File: config.mk
export PLATFORM = sky130hd
export DESIGN_NAME = eth_rx_frame_flat
export DESIGN_NICKNAME = d
export VERILOG_FILES = /design/src/rtl/eth_pkg.sv /design/src/rtl/eth_rx_frame_if.sv /design/src/rtl/crc32_byte.sv /design/src/rtl/eth_rx_frame.sv /design/src/flat_wrapper.sv
export SDC_FILE = /design/constraint.sdc
export NUM_CORES = 1
export LEC_CHECK = 0
export ABC_AREA = 1
export CORE_ASPECT_RATIO = 0.7
export CORE_MARGIN = 5
export CORE_UTILIZATION = 36
export DETAILED_ROUTE_END_ITERATION = 12
export GPL_TIMING_DRIVEN = 0
export REMOVE_ABC_BUFFERS = 1
export SYNTH_ARGS = -nofsm -noshare
export SYNTH_HDL_FRONTEND = slang
export SYNTH_HIERARCHICAL = 1
export SYNTH_SLANG_ARGS = --single-unit
File: constraint.sdc
create_clock -name clk -period 2.4 [get_ports clk]
set_clock_uncertainty 0.1 [all_clocks]
set_input_delay 0.36 -clock clk [delete_from_list [all_inputs] [get_ports clk]]
set_output_delay 0.36 -clock clk [all_outputs]
set_load 0.005 [all_outputs]
File: src/rtl/eth_pkg.sv
// Shared constants, enums and the CRC-32 byte update for the Ethernet receive front end.
package eth_pkg;

  localparam logic [31:0] CRC_POLY    = 32'hEDB8_8320;
  localparam logic [31:0] CRC_INIT    = 32'hFFFF_FFFF;
  localparam logic [31:0] CRC_RESIDUE = 32'hDEBB_20E3;
  localparam logic [47:0] BCAST_MAC   = 48'hFFFF_FFFF_FFFF;

  localparam int MIN_LEN_DEF = 64;
  localparam int MAX_LEN_DEF = 1518;

  // Header offsets in bytes from the first DA octet.
  localparam int HDR_DA_END   = 6;
  localparam int HDR_SA_END   = 12;
  localparam int HDR_TYPE_END = 14;

  typedef enum logic [2:0] {
    KILL_NONE  = 3'd0,
    KILL_CRC   = 3'd1,
    KILL_RUNT  = 3'd2,
    KILL_GIANT = 3'd3,
    KILL_MAC   = 3'd4,
    KILL_ALIGN = 3'd5
  } kill_reason_e;

  typedef enum logic [2:0] {
    S_WAIT_IDLE,
    S_IDLE,
    S_PREAMBLE,
    S_DEST,
    S_SRC,
    S_TYPE,
    S_PAYLOAD,
    S_DROP
  } rx_state_e;

  // Preamble and SFD symbols as they appear per clock, first-on-wire bit in bit 0.
  function automatic logic [3:0] pre_sym(input int n);
    return (n == 2) ? 4'h1 : 4'h5;
  endfunction

  function automatic logic [3:0] sfd_sym(input int n);
    return (n == 2) ? 4'h3 : 4'hD;
  endfunction

  // Reflected CRC-32 advanced by one byte, LSB of the byte first.
  function automatic logic [31:0] crc32_next(input logic [31:0] crc, input logic [7:0] data);
    logic [31:0] c;
    c = crc;
    for (int i = 0; i < 8; i++) begin
      if (c[0] ^ data[i]) c = (c >> 1) ^ CRC_POLY;
      else                c = c >> 1;
    end
    return c;
  endfunction

endpackage

File: src/rtl/eth_rx_frame_if.sv
// Receive-side bus: MII/RMII symbols in, payload stream and frame status out.
// The stream has no backpressure: axiod is valid for exactly the cycle axiov is
// high and must be taken then; axiol marks the final payload byte and only
// counts when axiov is high; rx_done/rx_kill are single-cycle pulses.
interface eth_rx_frame_if #(parameter int N = 2);
  import eth_pkg::*;

  logic [N-1:0] rxd;
  logic         crsdv;
  logic [47:0]  my_mac;
  logic [7:0]   axiod;
  logic         axiov;
  logic         axiol;
  logic [15:0]  ethertype;
  logic         ethertype_valid;
  logic [47:0]  src_mac;
  logic [10:0]  frame_len;
  logic         rx_done;
  logic         rx_kill;
  logic [2:0]   kill_reason;
  rx_state_e    dbg_state;

  modport master (
    output rxd, crsdv, my_mac,
    input  axiod, axiov, axiol, ethertype, ethertype_valid, src_mac,
    input  frame_len, rx_done, rx_kill, kill_reason, dbg_state
  );

  modport slave (
    input  rxd, crsdv, my_mac,
    output axiod, axiov, axiol, ethertype, ethertype_valid, src_mac,
    output frame_len, rx_done, rx_kill, kill_reason, dbg_state
  );

endinterface

File: src/rtl/crc32_byte.sv
// Byte-wide CRC-32 register; match_o flags the good-frame residue.
module crc32_byte
  import eth_pkg::*;
(
  input  logic       clk,
  input  logic       rst_n,
  input  logic       init_i,
  input  logic       en_i,
  input  logic [7:0] data_i,
  output logic       match_o
);

  logic [31:0] crc_q, crc_d;

  // Next CRC: init wins over a data byte.
  always_comb begin
    crc_d = crc_q;
    if (init_i)    crc_d = CRC_INIT;
    else if (en_i) crc_d = crc32_next(crc_q, data_i);
  end

  // CRC register.
  always_ff @(posedge clk or negedge rst_n) begin
    if (!rst_n) crc_q <= CRC_INIT;
    else        crc_q <= crc_d;
  end

  assign match_o = (crc_q == CRC_RESIDUE);

endmodule

File: src/rtl/eth_rx_frame.sv
// Ethernet receive front end: preamble/SFD strip, DA filter, header extract,
// FCS-stripped payload stream, CRC/length/alignment check, one done/kill per frame.
module eth_rx_frame
  import eth_pkg::*;
#(
  parameter int N       = 2,
  parameter int MIN_LEN = MIN_LEN_DEF,
  parameter int MAX_LEN = MAX_LEN_DEF,
  parameter bit PROMISC = 1'b0
) (
  input logic          clk,
  input logic          rst,
  eth_rx_frame_if.slave bus
);

  if (N != 2 && N != 4) begin : g_bad_n
    $error("eth_rx_frame: N must be 2 or 4");
  end

  localparam int          SPB      = 8 / N;
  localparam logic [1:0]  SYM_LAST = 2'(SPB - 1);
  localparam logic [3:0]  PRE4     = pre_sym(N);
  localparam logic [3:0]  SFD4     = sfd_sym(N);
  localparam logic [10:0] MIN_L    = 11'(MIN_LEN);
  localparam logic [10:0] MAX_L    = 11'(MAX_LEN);

  rx_state_e    state_q, state_d;
  logic [1:0]   sym_q, sym_d;
  logic [7:0]   byte_q, byte_d, cur_byte;
  logic [10:0]  cnt_q, cnt_d;
  logic [39:0]  da_q, da_d;
  logic         mism_q, mism_d;
  logic [39:0]  dl_q, dl_d;          // delay line, oldest byte in [7:0]
  logic [2:0]   dl_cnt_q, dl_cnt_d;
  logic [47:0]  src_q, src_d;
  logic [15:0]  et_q, et_d;
  logic         ev_q, ev_d;
  logic [7:0]   axiod_q, axiod_d;
  logic         axiov_q, axiov_d, axiol_q, axiol_d;
  logic         done_q, done_d, kill_q, kill_d;
  logic [2:0]   reason_q, reason_d;
  logic [10:0]  len_q, len_d;
  logic         crc_init, crc_en, crc_ok;
  logic         post_sfd, byte_done, frame_end, da_ok;
  logic [47:0]  da_full;
  kill_reason_e why;

  crc32_byte u_crc (
    .clk    (clk),
    .rst_n  (rst),
    .init_i (crc_init),
    .en_i   (crc_en),
    .data_i (cur_byte),
    .match_o(crc_ok)
  );

  // Byte being completed this cycle: held symbols plus the current one.
  always_comb begin
    cur_byte = byte_q;
    cur_byte[sym_q*N +: N] = bus.rxd;
  end

  assign post_sfd  = (state_q inside {S_DEST, S_SRC, S_TYPE, S_PAYLOAD, S_DROP});
  assign byte_done = post_sfd && bus.crsdv && (sym_q == SYM_LAST);
  assign frame_end = post_sfd && !bus.crsdv;
  assign da_full   = {da_q, cur_byte};
  assign da_ok     = PROMISC || (da_full == bus.my_mac) || (da_full == BCAST_MAC);

  // Kill reason at frame end, first match wins.
  always_comb begin
    why = KILL_NONE;
    if (sym_q != 2'd0)     why = KILL_ALIGN;
    else if (mism_q)       why = KILL_MAC;
    else if (cnt_q > MAX_L) why = KILL_GIANT;
    else if (cnt_q < MIN_L) why = KILL_RUNT;
    else if (!crc_ok)      why = KILL_CRC;
  end

  // Frame FSM next state and datapath next values.
  always_comb begin
    state_d  = state_q;
    sym_d    = sym_q;
    byte_d   = byte_q;
    cnt_d    = cnt_q;
    da_d     = da_q;
    mism_d   = mism_q;
    dl_d     = dl_q;
    dl_cnt_d = dl_cnt_q;
    src_d    = src_q;
    et_d     = et_q;
    ev_d     = ev_q;
    axiod_d  = axiod_q;
    axiov_d  = 1'b0;
    axiol_d  = 1'b0;
    done_d   = 1'b0;
    kill_d   = 1'b0;
    reason_d = reason_q;
    len_d    = len_q;
    crc_init = 1'b0;
    crc_en   = 1'b0;

    case (state_q)
      S_WAIT_IDLE: if (!bus.crsdv) state_d = S_IDLE;
      S_IDLE: begin
        if (bus.crsdv) state_d = (bus.rxd == PRE4[N-1:0]) ? S_PREAMBLE : S_WAIT_IDLE;
      end
      S_PREAMBLE: begin
        if (!bus.crsdv || (bus.rxd != PRE4[N-1:0] && bus.rxd != SFD4[N-1:0])) begin
          state_d = S_WAIT_IDLE;
        end else if (bus.rxd == SFD4[N-1:0]) begin
          state_d  = S_DEST;
          sym_d    = 2'd0;
          cnt_d    = 11'd0;
          dl_cnt_d = 3'd0;
          mism_d   = 1'b0;
          ev_d     = 1'b0;
          crc_init = 1'b1;
        end
      end
      default: ;
    endcase

    if (post_sfd && bus.crsdv) begin
      sym_d  = (sym_q == SYM_LAST) ? 2'd0 : sym_q + 2'd1;
      byte_d = cur_byte;
    end

    if (byte_done) begin
      crc_en = 1'b1;
      if (cnt_q != 11'h7FF) cnt_d = cnt_q + 11'd1;
      case (state_q)
        S_DEST: begin
          da_d = {da_q[31:0], cur_byte};
          if (cnt_q == 11'(HDR_DA_END - 1)) begin
            if (da_ok) state_d = S_SRC;
            else begin
              state_d = S_DROP;
              mism_d  = 1'b1;
            end
          end
        end
        S_SRC: begin
          src_d = {src_q[39:0], cur_byte};
          if (cnt_q == 11'(HDR_SA_END - 1)) state_d = S_TYPE;
        end
        S_TYPE: begin
          et_d = {et_q[7:0], cur_byte};
          if (cnt_q == 11'(HDR_TYPE_END - 1)) begin
            state_d = S_PAYLOAD;
            ev_d    = 1'b1;
          end
        end
        S_PAYLOAD: begin
          // Five bytes stay in flight so the trailing four (FCS) are never streamed.
          dl_d = {cur_byte, dl_q[39:8]};
          if (dl_cnt_q == 3'd5) begin
            axiov_d = 1'b1;
            axiod_d = dl_q[7:0];
          end else begin
            dl_cnt_d = dl_cnt_q + 3'd1;
          end
        end
        default: ;
      endcase
      if (cnt_d > MAX_L) state_d = S_DROP;
    end

    if (frame_end) begin
      state_d  = S_IDLE;
      sym_d    = 2'd0;
      len_d    = cnt_q;
      reason_d = why;
      done_d   = (why == KILL_NONE);
      kill_d   = (why != KILL_NONE);
      if (state_q == S_PAYLOAD && dl_cnt_q == 3'd5) begin
        axiov_d = 1'b1;
        axiol_d = 1'b1;
        axiod_d = dl_q[7:0];
      end
    end
  end

  // FSM state register.
  always_ff @(posedge clk or negedge rst) begin
    if (!rst) state_q <= S_WAIT_IDLE;
    else      state_q <= state_d;
  end

  // Datapath and output registers.
  always_ff @(posedge clk or negedge rst) begin
    if (!rst) begin
      sym_q    <= '0;
      byte_q   <= '0;
      cnt_q    <= '0;
      da_q     <= '0;
      mism_q   <= 1'b0;
      dl_q     <= '0;
      dl_cnt_q <= '0;
      src_q    <= '0;
      et_q     <= '0;
      ev_q     <= 1'b0;
      axiod_q  <= '0;
      axiov_q  <= 1'b0;
      axiol_q  <= 1'b0;
      done_q   <= 1'b0;
      kill_q   <= 1'b0;
      reason_q <= '0;
      len_q    <= '0;
    end else begin
      sym_q    <= sym_d;
      byte_q   <= byte_d;
      cnt_q    <= cnt_d;
      da_q     <= da_d;
      mism_q   <= mism_d;
      dl_q     <= dl_d;
      dl_cnt_q <= dl_cnt_d;
      src_q    <= src_d;
      et_q     <= et_d;
      ev_q     <= ev_d;
      axiod_q  <= axiod_d;
      axiov_q  <= axiov_d;
      axiol_q  <= axiol_d;
      done_q   <= done_d;
      kill_q   <= kill_d;
      reason_q <= reason_d;
      len_q    <= len_d;
    end
  end

  assign bus.axiod           = axiod_q;
  assign bus.axiov           = axiov_q;
  assign bus.axiol           = axiol_q;
  assign bus.ethertype       = et_q;
  assign bus.ethertype_valid = ev_q;
  assign bus.src_mac         = src_q;
  assign bus.frame_len       = len_q;
  assign bus.rx_done         = done_q;
  assign bus.rx_kill         = kill_q;
  assign bus.kill_reason     = reason_q;
  assign bus.dbg_state       = state_q;

endmodule

File: src/flat_wrapper.sv
// flat-port wrapper written by rule: the top's interface ports become plain ports
module eth_rx_frame_flat import eth_pkg::*;
#(
  parameter int N       = 2,
  parameter int MIN_LEN = MIN_LEN_DEF,
  parameter int MAX_LEN = MAX_LEN_DEF,
  parameter bit PROMISC = 1'b0
)
  (clk, rst, bus_rxd, bus_crsdv, bus_my_mac, bus_axiod, bus_axiov, bus_axiol, bus_ethertype, bus_ethertype_valid, bus_src_mac, bus_frame_len, bus_rx_done, bus_rx_kill, bus_kill_reason, bus_dbg_state);
  eth_rx_frame_if #(.N(N)) bus_i ();
  input logic clk;
  input logic rst;
  input wire logic [$bits(bus_i.rxd)-1:0] bus_rxd;
  input wire logic [$bits(bus_i.crsdv)-1:0] bus_crsdv;
  input wire logic [$bits(bus_i.my_mac)-1:0] bus_my_mac;
  output wire logic [$bits(bus_i.axiod)-1:0] bus_axiod;
  output wire logic [$bits(bus_i.axiov)-1:0] bus_axiov;
  output wire logic [$bits(bus_i.axiol)-1:0] bus_axiol;
  output wire logic [$bits(bus_i.ethertype)-1:0] bus_ethertype;
  output wire logic [$bits(bus_i.ethertype_valid)-1:0] bus_ethertype_valid;
  output wire logic [$bits(bus_i.src_mac)-1:0] bus_src_mac;
  output wire logic [$bits(bus_i.frame_len)-1:0] bus_frame_len;
  output wire logic [$bits(bus_i.rx_done)-1:0] bus_rx_done;
  output wire logic [$bits(bus_i.rx_kill)-1:0] bus_rx_kill;
  output wire logic [$bits(bus_i.kill_reason)-1:0] bus_kill_reason;
  output wire logic [$bits(bus_i.dbg_state)-1:0] bus_dbg_state;
  assign bus_i.rxd = bus_rxd;
  assign bus_i.crsdv = bus_crsdv;
  assign bus_i.my_mac = bus_my_mac;
  assign bus_axiod = bus_i.axiod;
  assign bus_axiov = bus_i.axiov;
  assign bus_axiol = bus_i.axiol;
  assign bus_ethertype = bus_i.ethertype;
  assign bus_ethertype_valid = bus_i.ethertype_valid;
  assign bus_src_mac = bus_i.src_mac;
  assign bus_frame_len = bus_i.frame_len;
  assign bus_rx_done = bus_i.rx_done;
  assign bus_rx_kill = bus_i.rx_kill;
  assign bus_kill_reason = bus_i.kill_reason;
  assign bus_dbg_state = bus_i.dbg_state;
  eth_rx_frame #(.N(N), .MIN_LEN(MIN_LEN), .MAX_LEN(MAX_LEN), .PROMISC(PROMISC)) u_core (.clk(clk), .rst(rst), .bus(bus_i));
endmodule
# Word-level counts from Yosys, hierarchy flattened
# Cells that the tools add are included.
# op_classes
add_sub_neg	4
order_cmp	3
eq_ne	21
shift	2
muxes	93
n_bitwise	16
n_reduce_logical	21
# op_table
op	n
2-to-1 mux 32 bit	24
inverter 13 -> 14 bit	8
2-to-1 mux 11 bit	6
2-to-1 mux 3 bit	20
== test 48 bit	1
== test 48 bit (second input constant)	1
2-to-1 mux 8 bit	5
negator 3 -> 34 bit	1
variable shift 2 x 34 -> 8 bit (first input constant)	1
indexed part select 2 x 34 -> 8 bit	1
== test 32 bit (second input constant)	1
2-to-1 mux 1 bit	27
== test 11 x 4 -> 1 bit (second input constant)	2
> comparator 11 bit (second input constant)	2
case mux 3 bit (3 select lines)	2
2-to-1 mux 2 bit	8
== test 3 bit (second input constant)	5
adder 11 x 1 -> 11 bit (second input constant)	1
== test 11 x 3 -> 1 bit (second input constant)	1
< comparator 11 x 7 -> 1 bit (second input constant)	1
inequality test 11 bit (second input constant)	1
nonzero test 3 bit	3
bitwise mux 8 bit	1
AND reduction 2 bit	4
17 further kinds	33
# word_totals
register_bits	231
inputBits	53
out_inout_bits	94
wordCells	179

# Depth between registers and ports, before layout
# Gate-level depths: netlist of run 1.
# depth
ltp_word	35
mapped_depth	20
ltp_nobuf	20

# Cells and area by module
# The synthesis of run 1 kept the hierarchy.
# by_module_without_submodules
mod	instances	cells_per_inst	area_per_inst_um2	seq_area_each_um2
eth_rx_frame	1	1131	9406.5	4979.8
crc32_byte	1	388	2638.8	840.8

# Worst setup path before layout of run 1
# OpenSTA, ideal clock, no wires.
# synth_timing
path_kind	register to register
start	reg u_core.sym_q[0]
end	reg u_core.u_crc.crc_q[16]
setup_time_ns	0.076
arrival_time_ns	2.356
required_time_ns	2.224
setup_slack_ns	-0.132
stages_incl_launch_ff	17
path_buffers	0
synth_period_minus_slack_ns	2.532
cell_sequence	dfrtp_1 -> inv_1 -> ha_1 -> inv_1 -> nor2_1 -> nand2_1 -> o21ai_1 -> inv_1 -> nand2_1 -> nand2_2 -> nand2_1 -> nand2_4 -> xor2_2 -> nand2_1 -> nand2_1 -> o21bai_1 -> inv_1
# synth_via
elab_cells_between_ends	39
classes_between	add/sub (1); eq/ne (1); shift (2); mux (26); bitwise (7); reduce/logical (2)
# synth_rtl
item	line_no	rtl
start, declared	eth_rx_frame.sv:28	logic [1:0] sym_q, sym_d;
start signal, assigned	eth_rx_frame.sv:210	sym_q <= sym_d;
negator 3 -> 34 bit (*)	eth_rx_frame.sv:60	cur_byte[sym_q*N +: N] = bus.rxd;
indexed part select 2 x 34 -> 8 bit / variable shift 2 x 34 -> 8 bit (equally long branches)	eth_rx_frame.sv:60	
bitwise mux 8 bit (*)	eth_rx_frame.sv:60	
named net u_core.cur_byte[2]	eth_rx_frame.sv:29	logic [7:0] byte_q, byte_d, cur_byte;
XOR 1 bit (*)	eth_pkg.sv:51	if (c[0] ^ data[i]) c = (c >> 1) ^ CRC_POLY;
2-to-1 mux 32 bit (*)	eth_pkg.sv:51	
2-to-1 mux 32 bit (*)	crc32_byte.sv:19	else if (en_i) crc_d = crc32_next(crc_q, data_i);
2-to-1 mux 32 bit (*)	crc32_byte.sv:18	if (init_i) crc_d = CRC_INIT;
[9 not listed]	-	
2-to-1 mux 32 bit (*)	crc32_byte.sv:19	
2-to-1 mux 32 bit (*)	crc32_byte.sv:18	
2-to-1 mux 32 bit (*)	eth_pkg.sv:51	
2-to-1 mux 32 bit (*)	crc32_byte.sv:19	
2-to-1 mux 32 bit (*)	crc32_byte.sv:18	
2-to-1 mux 32 bit (*)	eth_pkg.sv:51	
2-to-1 mux 32 bit (*)	crc32_byte.sv:19	
2-to-1 mux 32 bit (*)	crc32_byte.sv:18	
end signal, assigned	crc32_byte.sv:25	else crc_q <= crc_d;
end, declared	crc32_byte.sv:13	logic [31:0] crc_q, crc_d;
# The timed path passes the listed nets; every way through them passes the cells marked *. The select of a mux whose other input is x is not followed.
# A chain may end at the register's enable or synchronous reset.

# Worst setup path in the final report of run 1
# layout_timing
start	reg u_core.sym_q[0]
end	reg u_core.u_crc.crc_q[25]
# layout_via
elab_cells_between_ends	42
classes_between	add/sub (1); eq/ne (1); shift (2); mux (26); bitwise (10); reduce/logical (2)
# layout_rtl
item	line_no
negator 3 -> 34 bit (*)	eth_rx_frame.sv:60
indexed part select 2 x 34 -> 8 bit / variable shift 2 x 34 -> 8 bit (equally long branches)	eth_rx_frame.sv:60
bitwise mux 8 bit (*)	eth_rx_frame.sv:60
named net u_core.cur_byte[3]	eth_rx_frame.sv:29
XOR 1 bit (*)	eth_pkg.sv:51
2-to-1 mux 32 bit (*)	eth_pkg.sv:51
2-to-1 mux 32 bit (*)	crc32_byte.sv:19
2-to-1 mux 32 bit (*)	crc32_byte.sv:18
[6 not listed]	-
2-to-1 mux 32 bit (*)	crc32_byte.sv:18
inverter 13 -> 14 bit (no source line)	-
2-to-1 mux 32 bit (*)	eth_pkg.sv:51
2-to-1 mux 32 bit (*)	crc32_byte.sv:19
2-to-1 mux 32 bit (*)	crc32_byte.sv:18
2-to-1 mux 32 bit (*)	eth_pkg.sv:51
2-to-1 mux 32 bit (*)	crc32_byte.sv:19
2-to-1 mux 32 bit (*)	crc32_byte.sv:18
# Marked as above.

==> results of run 1 <==
==> repair_timing <==
item / 4_1_cts / 5_1_grt
setup buffers: 50 / 38
pin swaps: 27 / 55
endpoints found under the setup margin: 184 / 122
hold buffers: 1 / 0
cloned: 4 / 1
hold endpoints to repair: 110 / 0
resized for setup: 96 / 114
==> layout make-up <==
| type | instances | share of cell area |
|---|---|---|
| Clock inverter | 5 | 0.00221 |
| Tap cell | 435 | 0.0332 |
| Clock buffer | 42 | 0.0482 |
| Antenna cell | 1 | 0.000153 |
| Multi-Input combinational cell | 1024 | 0.359 |
| Sequential cell | 231 | 0.355 |
| Timing Repair inverter | 2 | 0.000763 |
| Timing Repair Buffer | 240 | 0.146 |
| Inverter | 226 | 0.0552 |
==> per-layer routing <==
| layer | up-vias | share of wire | routed length, µm | global-route usage |
|---|---|---|---|---|
| met3 | 49 | 0.065 | 2270 | 0.0365 |
| met4 | 4 | 0.016 | 560 | 0.0341 |
| met5 | - | 0.00078 | 27 | 0 |
| li1 | 5264 | - | - | - |
| met1 | 5008 | 0.49 | 17200 | 0.275 |
| met2 | 321 | 0.42 | 14700 | 0.261 |
==> cells in the final DEF (no fill, tap or decap), types with 16 or more instances in the layout <==
cell type        instances
nand2_1                404
inv_2                   19
a21oi_1                 45
nand2_2                 36
nand3_1                 55
clkdlybuf4s50_1        144
o21ai_0                123
xnor2_1                 16
buf_4                   69
xor2_1                  20
nor2_1                 101
inv_1                  192
dfrtp_1                194
nand2_4                 29
o21ai_1                 16
dfstp_2                 32
clkbuf_16               26
mux2_2                  25
==> power breakdown <==
part           internal [W]  switching [W]
Sequential          0.00479       0.000672
Combinational       0.00423        0.00594
Clock               0.00224        0.00158
Total                0.0113        0.00818
==> cells in the mapped netlist (all sizes together), types with 3 or more instances <==
master    n  share of area
a31oi     9         0.0047
nand4    15         0.0078
nor3      9         0.0047
ha       11          0.011
xnor2    20          0.016
nand3b    4         0.0028
o21ai   142          0.060
dfstp    32          0.070
a21oi    50          0.021
inv     225          0.071
dfrtp   199           0.41
nor4      4         0.0021
clkbuf   18         0.0056
mux2     25          0.023
nor2    126          0.044
xor2     29          0.022
or2       3         0.0016
a22oi     3         0.0019
buf      22          0.014
nand3    71          0.030
o22ai    12         0.0068
nand2   478           0.16
==> sequential cells by signal, indices dropped and copies added, names as in the netlist, 2 cells and up <==
register	flops
u_core/u_crc/crc_q	32
u_core/byte_q	8
u_core/bus.dbg_state	3
u_core/dl_cnt_q	3
u_core/dl_q	40
u_core/bus.src_mac	48
u_core/sym_q	2
u_core/bus.axiod	8
u_core/bus.ethertype	16
u_core/cnt_q	11
u_core/da_q	40
u_core/bus.frame_len	11
u_core/bus.kill_reason	3
==> stage by stage <==
stage                     std cells  cell area, µm²
after detailed placement       2064           13900
final                          2206           16400
after global routing           2206           16400
after floorplan                1479           11800
after CTS                      2166           15600
after global placement         2060           13800
==> worst paths after layout <==
path / startpoint / endpoint / cells after the start
min reg2reg: u_core/mism_q / u_core/bus.kill_reason[1] / 1
max: u_core/sym_q[0] / u_core/u_crc/crc_q[25] / 16
max reg2reg: u_core/sym_q[0] / u_core/u_crc/crc_q[25] / 16
min: bus_rxd[0] / u_core/bus.dbg_state[1] / 5
max in group asynchronous: rst / u_core/sym_q[0] / 3
min in group asynchronous: rst / u_core/da_q[34] / 2
==> kinds of logic (layout without fill, tap and decap cells) <==
kind of cell	Yosys count	after routing
flops	231	231
mux	25	25
simple gates	711	713
fa+ha+maj	11	11
buf+inv	266	515
compound gates	226	226
other cells	0	1
xor+xnor	49	49
==> critical path, stage by stage (launching register included) <==
cell,delay [ns]
dfrtp_2,0.45
buf_4,0.16
ha_4,0.17
or2_4,0.26
nand2_4,0.08
clkinvlp_4,0.17
inv_2,0.12
nand2_2,0.06
nand2_4,0.13
nand2_4,0.08
nand2_8,0.14
inv_4,0.05
xor2_1,0.15
nand2_1,0.07
nand2_1,0.06
nand2_1,0.07
nand2_1,0.05
==> metrics.md, run 1 <==
| Metric | Value |
|---|---|
| Fin crit share | `1.02` |
| Netlist cell types | `51` |
| Register area share after synthesis | `0.483` |
| CTS tree | `built` |
| Area of the mapped netlist | `12000 µm²` |
| Yosys reg bits | `231` |
| Drt via density | `roughly 4.8` |
| Synth Area in XOR/XNOR | `0.0381` |
| Hold Crit Class | `in2reg` |
| # fillers | `3126` |
| FFs w/ async S/R, synth | `1.00` |
| Post-synthesis adder-cell area fraction | `0.0114` |
| Rel. slew slack | `0.413` |
| DRC Markers | `0` |
| Top Ports | `147` |
| Area Overhead vs Synth | `36.1%` |
| Setup violations, final | `11` |
| Clock buffer depth | `3` |
| Leak Pwr | `7.71 nW` |
| Number of global-route vias before repair | `roughly 9800` |
| Synth warn | `6` |
| Global route overflow | `0` |
| Area of the multi-input gates | `slightly below 6000 µm²` |
| Drt total wl | `34800 µm` |
| H-tree level count | `1` |
| Setup TNS | `-0.239 ns` |
| Complex-gate fraction of the synthesized area | `0.101` |
| DRT iter0 DRCs | `slightly above 900` |
| Top FF cell, synth | `dfrtp_1` |
| Hold Slack | `0.349 ns` |
| Root buffer cell | `clkbuf_16` |
| Number of nets in the layout | `1815` |
| CP max FO | `8` |
| First-pass GRT wire length | `about 54000 µm` |
| Max Cap Violations | `0` |
| Antenna violations before repair | `3` |
| DRT antenna net count | `0` |
| Vias | `approximately 11000` |
| Hold Vio Cnt, Final | `0` |
| Core Region | `33300 µm²` |
| Failing checks | `negative setup slack` |
| Clock Latency Late Sink | `0.53 ns` |
| Pins over their slew limit | `0` |
| Mux cell area share after synthesis | `0.0234` |
| Final Power | `~0.02 W` |
| RSZ-0062 raised after global routing | `yes` |
| Slew @ Worst Pin | `0.880 ns` |
| Pin count of the biggest net entering global routing | `118` |
| Mean Syn Cell Area | `7.93 µm²` |
| Post-DP HPWL | `22600 µm` |
| Die ar. | `between 30000 and 40000 µm²` |
| Routed len/inst | `15.8 µm` |
| Die height | `163 µm` |
| Capturing element type of the critical path | `flip-flop` |
| Row Count | `56` |
| Post-synth EDFFs | `0` |
| CP Class | `reg2reg` |
| Synth Instances | `1519` |
| IO Port Bufs | `146` |
| DR pass1 iterations | `5` |
| Share of layout cells above drive strength 1 | `0.215` |
| Status | `finished, violations left` |
| Sinks on the clock net | `roughly 230` |
| CTS clk-pin slew, worst paths | `0.06 ns` |
| Num CTS Buffers | `26` |
| Final setup margin | `-0.0524 ns` |
| Register area | `5830 µm²` |
| Synth Area in Simple Gates | `0.253` |
| Power Density | `approximately 1200 nW/µm²` |
| Initial Util | `0.362` |
| Maximum VDD drop | `approximately 0.00067 V` |
| Required time worst endpoint | `2.76 ns` |
| Tmin final | `2.45 ns` |
| Chip Width | `229 µm` |
| Fmax | `0.408 GHz` |
| Final Util | `0.493` |
| Worst Path Arrival | `about 2.8 ns` |
| Startpoint types | `flip-flop` |
| Final GP Congestion | `0.885` |
| Largest family of logic cells by synthesized area | `simple AND/OR/NAND/NOR gates` |
| FF-to-FF setup slack | `-0.05 ns` |
| Total GRT Usage | `0.178` |
| DP Worst Slack | `-1.41 ns` |
(Power assumes the default switching activity.)
==> run 2, diff against run 1 <==
CAP_MARGIN = 40   (was default)
==> run 2 against run 1 <==
Against the previous run:
- the flow still finishes with violations (negative setup slack)
- die area did not move
- clock power rose by 6.0%
- design area fell by 0.78%
- cell count fell by 0.14%
- hold slack got worse by 0.0025 ns
- sequential cell count did not move
- routed wire length fell by 0.58%
- setup slack improved by 0.0050 ns
- count of clock-buffer cells in the layout rose by 1
- register-to-register slack barely moved
- non-clock buffer count fell by 2
- first-iteration DRC count rose by 1.5%
- critical path type unchanged
- largest cell class is now sequential cells
- highest routed layer unchanged
==> metrics.md, run 2 (same netlist as run 1, synthesis figures left out) <==
| Metric | Value |
|---|---|
| Status | `finished, violations left` |
| Failing checks | `negative setup slack` |
| Final GP Congestion | `0.885` |
| Pins over their slew limit | `0` |
| DP Worst Slack | `-0.883 ns` |
| CP max stage cell | `dfrtp_2` |
| Startpoint types | `flip-flop` |
| Worst Path Arrival | `2.81 ns` |
| Chip Width | `229 µm` |
| # fillers | `3118` |
| Area Overhead vs Synth | `35.1%` |
| Fin crit share | `1.02` |
| Capturing element type of the critical path | `flip-flop` |
| Fmax | `0.409 GHz` |
| Drt total wl | `34600 µm` |
| Power Density | `1180 nW/µm²` |
| Pin count of the biggest net entering global routing | `118` |
| CP Class | `reg2reg` |
| Critical path, cell by cell | `inv_4, ha_4, nor2_4, nand3_2, o21ai_4, inv_2, nand2_4, nand2_8, nand2_8, inv_6, nor2_8, nand2_2, nand2_4, buf_4, nand2_1, a31oi_1` |
| Post-DP HPWL | `~23000 µm` |
| DRT antenna net count | `0` |
| Row Count | `56` |
| Clock buffer depth | `3` |
| CTS tree | `built` |
| Tmin final | `2.45 ns` |
| Required time worst endpoint | `2.76 ns` |
| Leading cell type in the layout, fill and taps excluded | `nand2_1` |
| Rel. slew slack | `0.405` |
| H-tree level count | `1` |
| RSZ-0062 raised after global routing | `yes` |
| CP max FO | `7` |
| Most frequent cells in the layout | `418 x nand2_1, 196 x inv_1, 193 x dfrtp_1` |
| Max Cap Violations | `0` |
| Die height | `163 µm` |
| Leak Pwr | `just under 8 nW` |
| CTS clk-pin slew, worst paths | `0.06 ns` |
| Area of the multi-input gates | `5720 µm²` |
| Final Util | `0.489` |
| Vias | `about 11000` |
| Share of layout cells above drive strength 1 | `0.195` |
| Die ar. | `around 37000 µm²` |
| Final Power | `around 0.019 W` |
| Critical Path Max Stage Delay | `0.45 ns` |
| DRC Markers | `0` |
| IO Port Bufs | `146` |
| Final setup margin | `-0.0475 ns` |
| Initial Util | `0.362` |
| First-pass GRT wire length | `52800 µm` |
| DRT iter0 DRCs | `937` |
| Hold Crit Class | `in2async` |
| Sinks on the clock net | `231` |
| Largest register FFs | `48` |
| DR pass1 iterations | `5` |
| Total GRT Usage | `0.172` |
| Root buffer cell | `clkbuf_16` |
| Number of nets in the layout | `approximately 1800` |
| Antenna violations before repair | `3` |
| Drt via density | `4.87` |
| Num CTS Buffers | `26` |
| Global route overflow | `0` |
| Number of global-route vias before repair | `9626` |
| Top Ports | `147` |
| Hold Vio Cnt, Final | `0` |
| Routed len/inst | `15.7 µm` |
| Register area | `roughly 5800 µm²` |
| Core Region | `33300 µm²` |
| Slew @ Worst Pin | `slightly below 0.9 ns` |
| Maximum VDD drop | `0.000611 V` |
| Setup violations, final | `6` |
| Clock Latency Late Sink | `between 0.5 and 0.6 ns` |
## run 2: worst max-delay path: cells and delay by family, from the launching register on
kind / cells / cell delay (ns)
AND/OR/NAND/NOR: 9 / 0.94
flip-flops: 1 / 0.45
buffers and inverters: 4 / 0.37
AO/OA/AOI/OAI: 2 / 0.29
adder cells (fa/ha/maj): 1 / 0.23
## run 2: repair_timing
item	in CTS	in global routing
hold buffers	1	0
setup endpoints to repair	165	95
resized for setup	85	75
cloned	2	5
endpoints found under the hold margin	110	0
setup buffers	40	38
pin swaps	27	45
## run 2: final cells by class
cell class                 instances  area share
sequential                       231       0.358
multi-input combinational       1022       0.351
timing repair buffer             238       0.148
inverter                         226      0.0547
clock buffer                      43      0.0482
tap                              435      0.0334
clock inverter                     5     0.00531
timing repair inverter             2    0.000923
antenna                            1    0.000154
## run 2: final timing paths
| check | from | to | slack [ns] | depth (start not counted) |
|---|---|---|---|---|
| worst max register to register | u_core/sym_q[0] | u_core/u_crc/crc_q[29] | -0.05 | 16 |
| worst min-delay path | rst | u_core/da_q[37] | 0.35 | 2 |
| worst min register to register | u_core/mism_q | u_core/bus.kill_reason[1] | 0.36 | 1 |
| max in group asynchronous | rst | u_core/sym_q[0] | 0.72 | 3 |
| worst max-delay path | u_core/sym_q[0] | u_core/u_crc/crc_q[29] | -0.05 | 16 |
| min in group clk | u_core/mism_q | u_core/bus.kill_reason[1] | 0.36 | 1 |
## run 2: metal layers
metal	GRT usage	share of wire	up-vias
met5	0	0.0012	-
met4	0.0357	0.019	4
met3	0.0356	0.063	48
met2	0.247	0.42	305
met1	0.268	0.50	5101
li1	-	-	5261
## run 2: power breakdown
group          switching [W]  leakage (nW)  total [W]  internal, W
clock network        0.00162         0.426    0.00405      0.00243
registers           0.000660          2.78    0.00545      0.00479
logic                0.00565          4.49    0.00965      0.00400
## run 2: through the flow
| step | cells | hold slack [ns] | area (µm²) | setup TNS (ns) |
|---|---|---|---|---|
| after global routing | 2203 | 0.374 | 16300 | -2.51 |
| after global placement | 2060 | 0.348 | 13800 | -2263.52 |
| after floorplan | 1479 | -0.0356 | 11800 | -51.89 |
| after detailed placement | 2068 | 0.364 | 14000 | -89.86 |
| final | 2203 | 0.346 | 16300 | -0.135 |
| after CTS | 2159 | 0.362 | 15500 | 0 |
==> run 3, diff against run 2 <==
CORE_MARGIN = 10   (was 5)
==> run 3 against run 2 <==
Against the previous run:
- largest power group unchanged
- design area decreased by 0.90%
- sequential share of layout area increased by 0.34 points
- routed wire length increased by 4.0%
- the flow still finishes with violations (negative setup slack)
- total power decreased by 1.3%
- critical path depth decreased by 1
- highest routed layer is now met4
==> metrics.md, run 3 (same netlist as run 1, synthesis figures left out) <==
| Metric | Value |
|---|---|
| Status | `finished, violations left` |
| Failing checks | `negative setup slack` |
| Met1 Resource Use GR | `0.246` |
| Initial Util | `0.368` |
| Drt total wl | `35900 µm` |
| DRT antenna net count | `0` |
| Rel. slew slack | `0.608` |
| Clock Latency Late Sink | `between 0.5 and 0.6 ns` |
| Critical Path Max Stage Delay | `0.46 ns` |
| Worst Path Arrival | `2.93 ns` |
| CP max FO | `5` |
| CP Class | `reg2reg` |
| Hold Vio Cnt, Final | `0` |
| Hold Crit Class | `in2async` |
| Tmin final | `2.56 ns` |
| Post-DP HPWL | `~24000 µm` |
| Max Cap Violations | `0` |
| Number of global-route vias before repair | `10025` |
| Setup violations, final | `20` |
| DRT iter0 DRCs | `811` |
| Met3 usage | `0.0356` |
| Clock buffer depth | `3` |
| DR pass1 iterations | `5` |
| Setup TNS | `-1.23 ns` |
| Final GP Congestion | `between 0.8 and 0.9` |
| Share of layout cells above drive strength 1 | `0.201` |
| Largest register FFs | `48` |
| H-tree level count | `1` |
| Required time worst endpoint | `2.77 ns` |
| Power Density | `1170 nW/µm²` |
| Sinks on the clock net | `231` |
| CP max stage cell | `dfrtp_2` |
| Vias | `between 10000 and 15000` |
| Capturing element type of the critical path | `flip-flop` |
| Register area | `5830 µm²` |
| # fillers | `roughly 3000` |
| IO Port Bufs | `about 150` |
| Maximum VDD drop | `0.000658 V` |
| Fmax | `around 0.39 GHz` |
| CTS clk-pin slew, worst paths | `approximately 0.060 ns` |
| Total GRT Usage | `0.167` |
| First-pass GRT wire length | `56100 µm` |
| Die ar. | `approximately 41000 µm²` |
| Num CTS Buffers | `26` |
| Number of nets in the layout | `1810` |
| Top Ports | `147` |
| Hold Slack | `0.236 ns` |
| RSZ-0062 raised after global routing | `yes` |
| Die height | `173 µm` |
| Leak Pwr | `7.60 nW` |
| Startpoint types | `flip-flop` |
| CTS tree | `built` |
| Routed len/inst | `16.4 µm` |
| Row Count | `55` |
| Critical path, cell by cell | `inv_4, ha_4, inv_4, nor2_4, nand2_2, o21ai_4, inv_2, nand2_2, nand2_4, buf_4, buf_4, xor2_1, xnor2_1, o22ai_1, inv_1` |
| Pin count of the biggest net entering global routing | `107` |
| Area of the multi-input gates | `about 5700 µm²` |
| Slew @ Worst Pin | `0.588 ns` |
| Chip Width | `around 240 µm` |
| GR Util met2 | `0.246` |
| DRC Markers | `0` |
| Fin crit share | `1.07` |
| Drt via density | `4.87` |
| Most frequent cells in the layout | `413 x nand2_1, 194 x inv_1, 191 x dfrtp_1` |
| Final setup margin | `-0.156 ns` |
| Area Overhead vs Synth | `33.9%` |
| Pins over their slew limit | `0` |
| Most Crowded Layer GR | `met2` |
| Antenna violations before repair | `3` |
| Root buffer cell | `clkbuf_16` |
| Global route overflow | `0` |
| Core Region | `around 33000 µm²` |
| Leading cell type in the layout, fill and taps excluded | `nand2_1` |
## run 3: routing by layer
layer | part of all wire | up-vias
met5 | 0 | -
met4 | 0.017 | 0
met1 | 0.48 | 5076
li1 | - | 5240
met2 | 0.43 | 310
met3 | 0.072 | 39
## run 3: report_power, final
group / internal [W] / switching [W]
clock network: 0.00222 / 0.00162
logic: 0.00402 / 0.00560
registers: 0.00479 / 0.000650
total: 0.0110 / 0.00788
## run 3: layout make-up
cell class | instances | share of cell area
flip-flops and latches | 231 | 0.362
multi-input cells | 1024 | 0.351
repair buffers | 236 | 0.147
inverters | 226 | 0.0555
clock buffers | 35 | 0.0449
well taps | 427 | 0.0331
clock inverters | 9 | 0.00551
repair inverters | 1 | 0.000466
diodes | 3 | 0.000466
## run 3: critical path, delay by kind of cell, from the launching register on
family | cells | cell delay [ns]
buffers and inverters | 6 | 0.56
DFF | 1 | 0.46
and+or+nand+nor | 4 | 0.42
AOI/OAI and AO/OA | 2 | 0.36
adders and majority gates | 1 | 0.31
xor gates and xnor gates | 2 | 0.28
## run 3: metrics by stage
| step | instances | worst slack (ns) | utilization | area (µm²) | total power [W] |
|---|---|---|---|---|---|
| 5_1_grt | 2190 | -0.241 | 0.493 | 16100 | 0.0201 |
| 6_report | 2192 | -0.156 | 0.493 | 16100 | 0.0189 |
| 2_1_floorplan | 1479 | -0.859 | - | 11800 | 0.0103 |
| 3_3_place_gp | 2052 | -9.20 | 0.422 | 13800 | 0.0123 |
| 4_1_cts | 2163 | -0.0137 | 0.479 | 15700 | 0.0178 |
| 3_5_place_dp | 2062 | -0.995 | 0.429 | 14000 | 0.0124 |
## run 3: final timing paths
| path | from | end | slack [ns] | cells after the start |
|---|---|---|---|---|
| worst max register to register | u_core/sym_q[0] | u_core/u_crc/crc_q[3] | -0.16 | 15 |
| worst min-delay path | rst | u_core/da_q[39] | 0.24 | 2 |
| worst max-delay path | u_core/sym_q[0] | u_core/u_crc/crc_q[3] | -0.16 | 15 |
| max in group asynchronous | rst | u_core/cnt_q[1] | 1.01 | 3 |
| min in group clk | u_core/mism_q | u_core/bus.kill_reason[1] | 0.36 | 1 |
| worst min register to register | u_core/mism_q | u_core/bus.kill_reason[1] | 0.36 | 1 |
## run 3: repair_timing
item                       in CTS  in global routing
setup buffers                  52                 26
resized for setup              93                 68
setup endpoints to repair     165                 92
hold endpoints to repair       42                  0
cloned                          4                  0
hold buffers                    1                  0
pin swaps                      27                 29
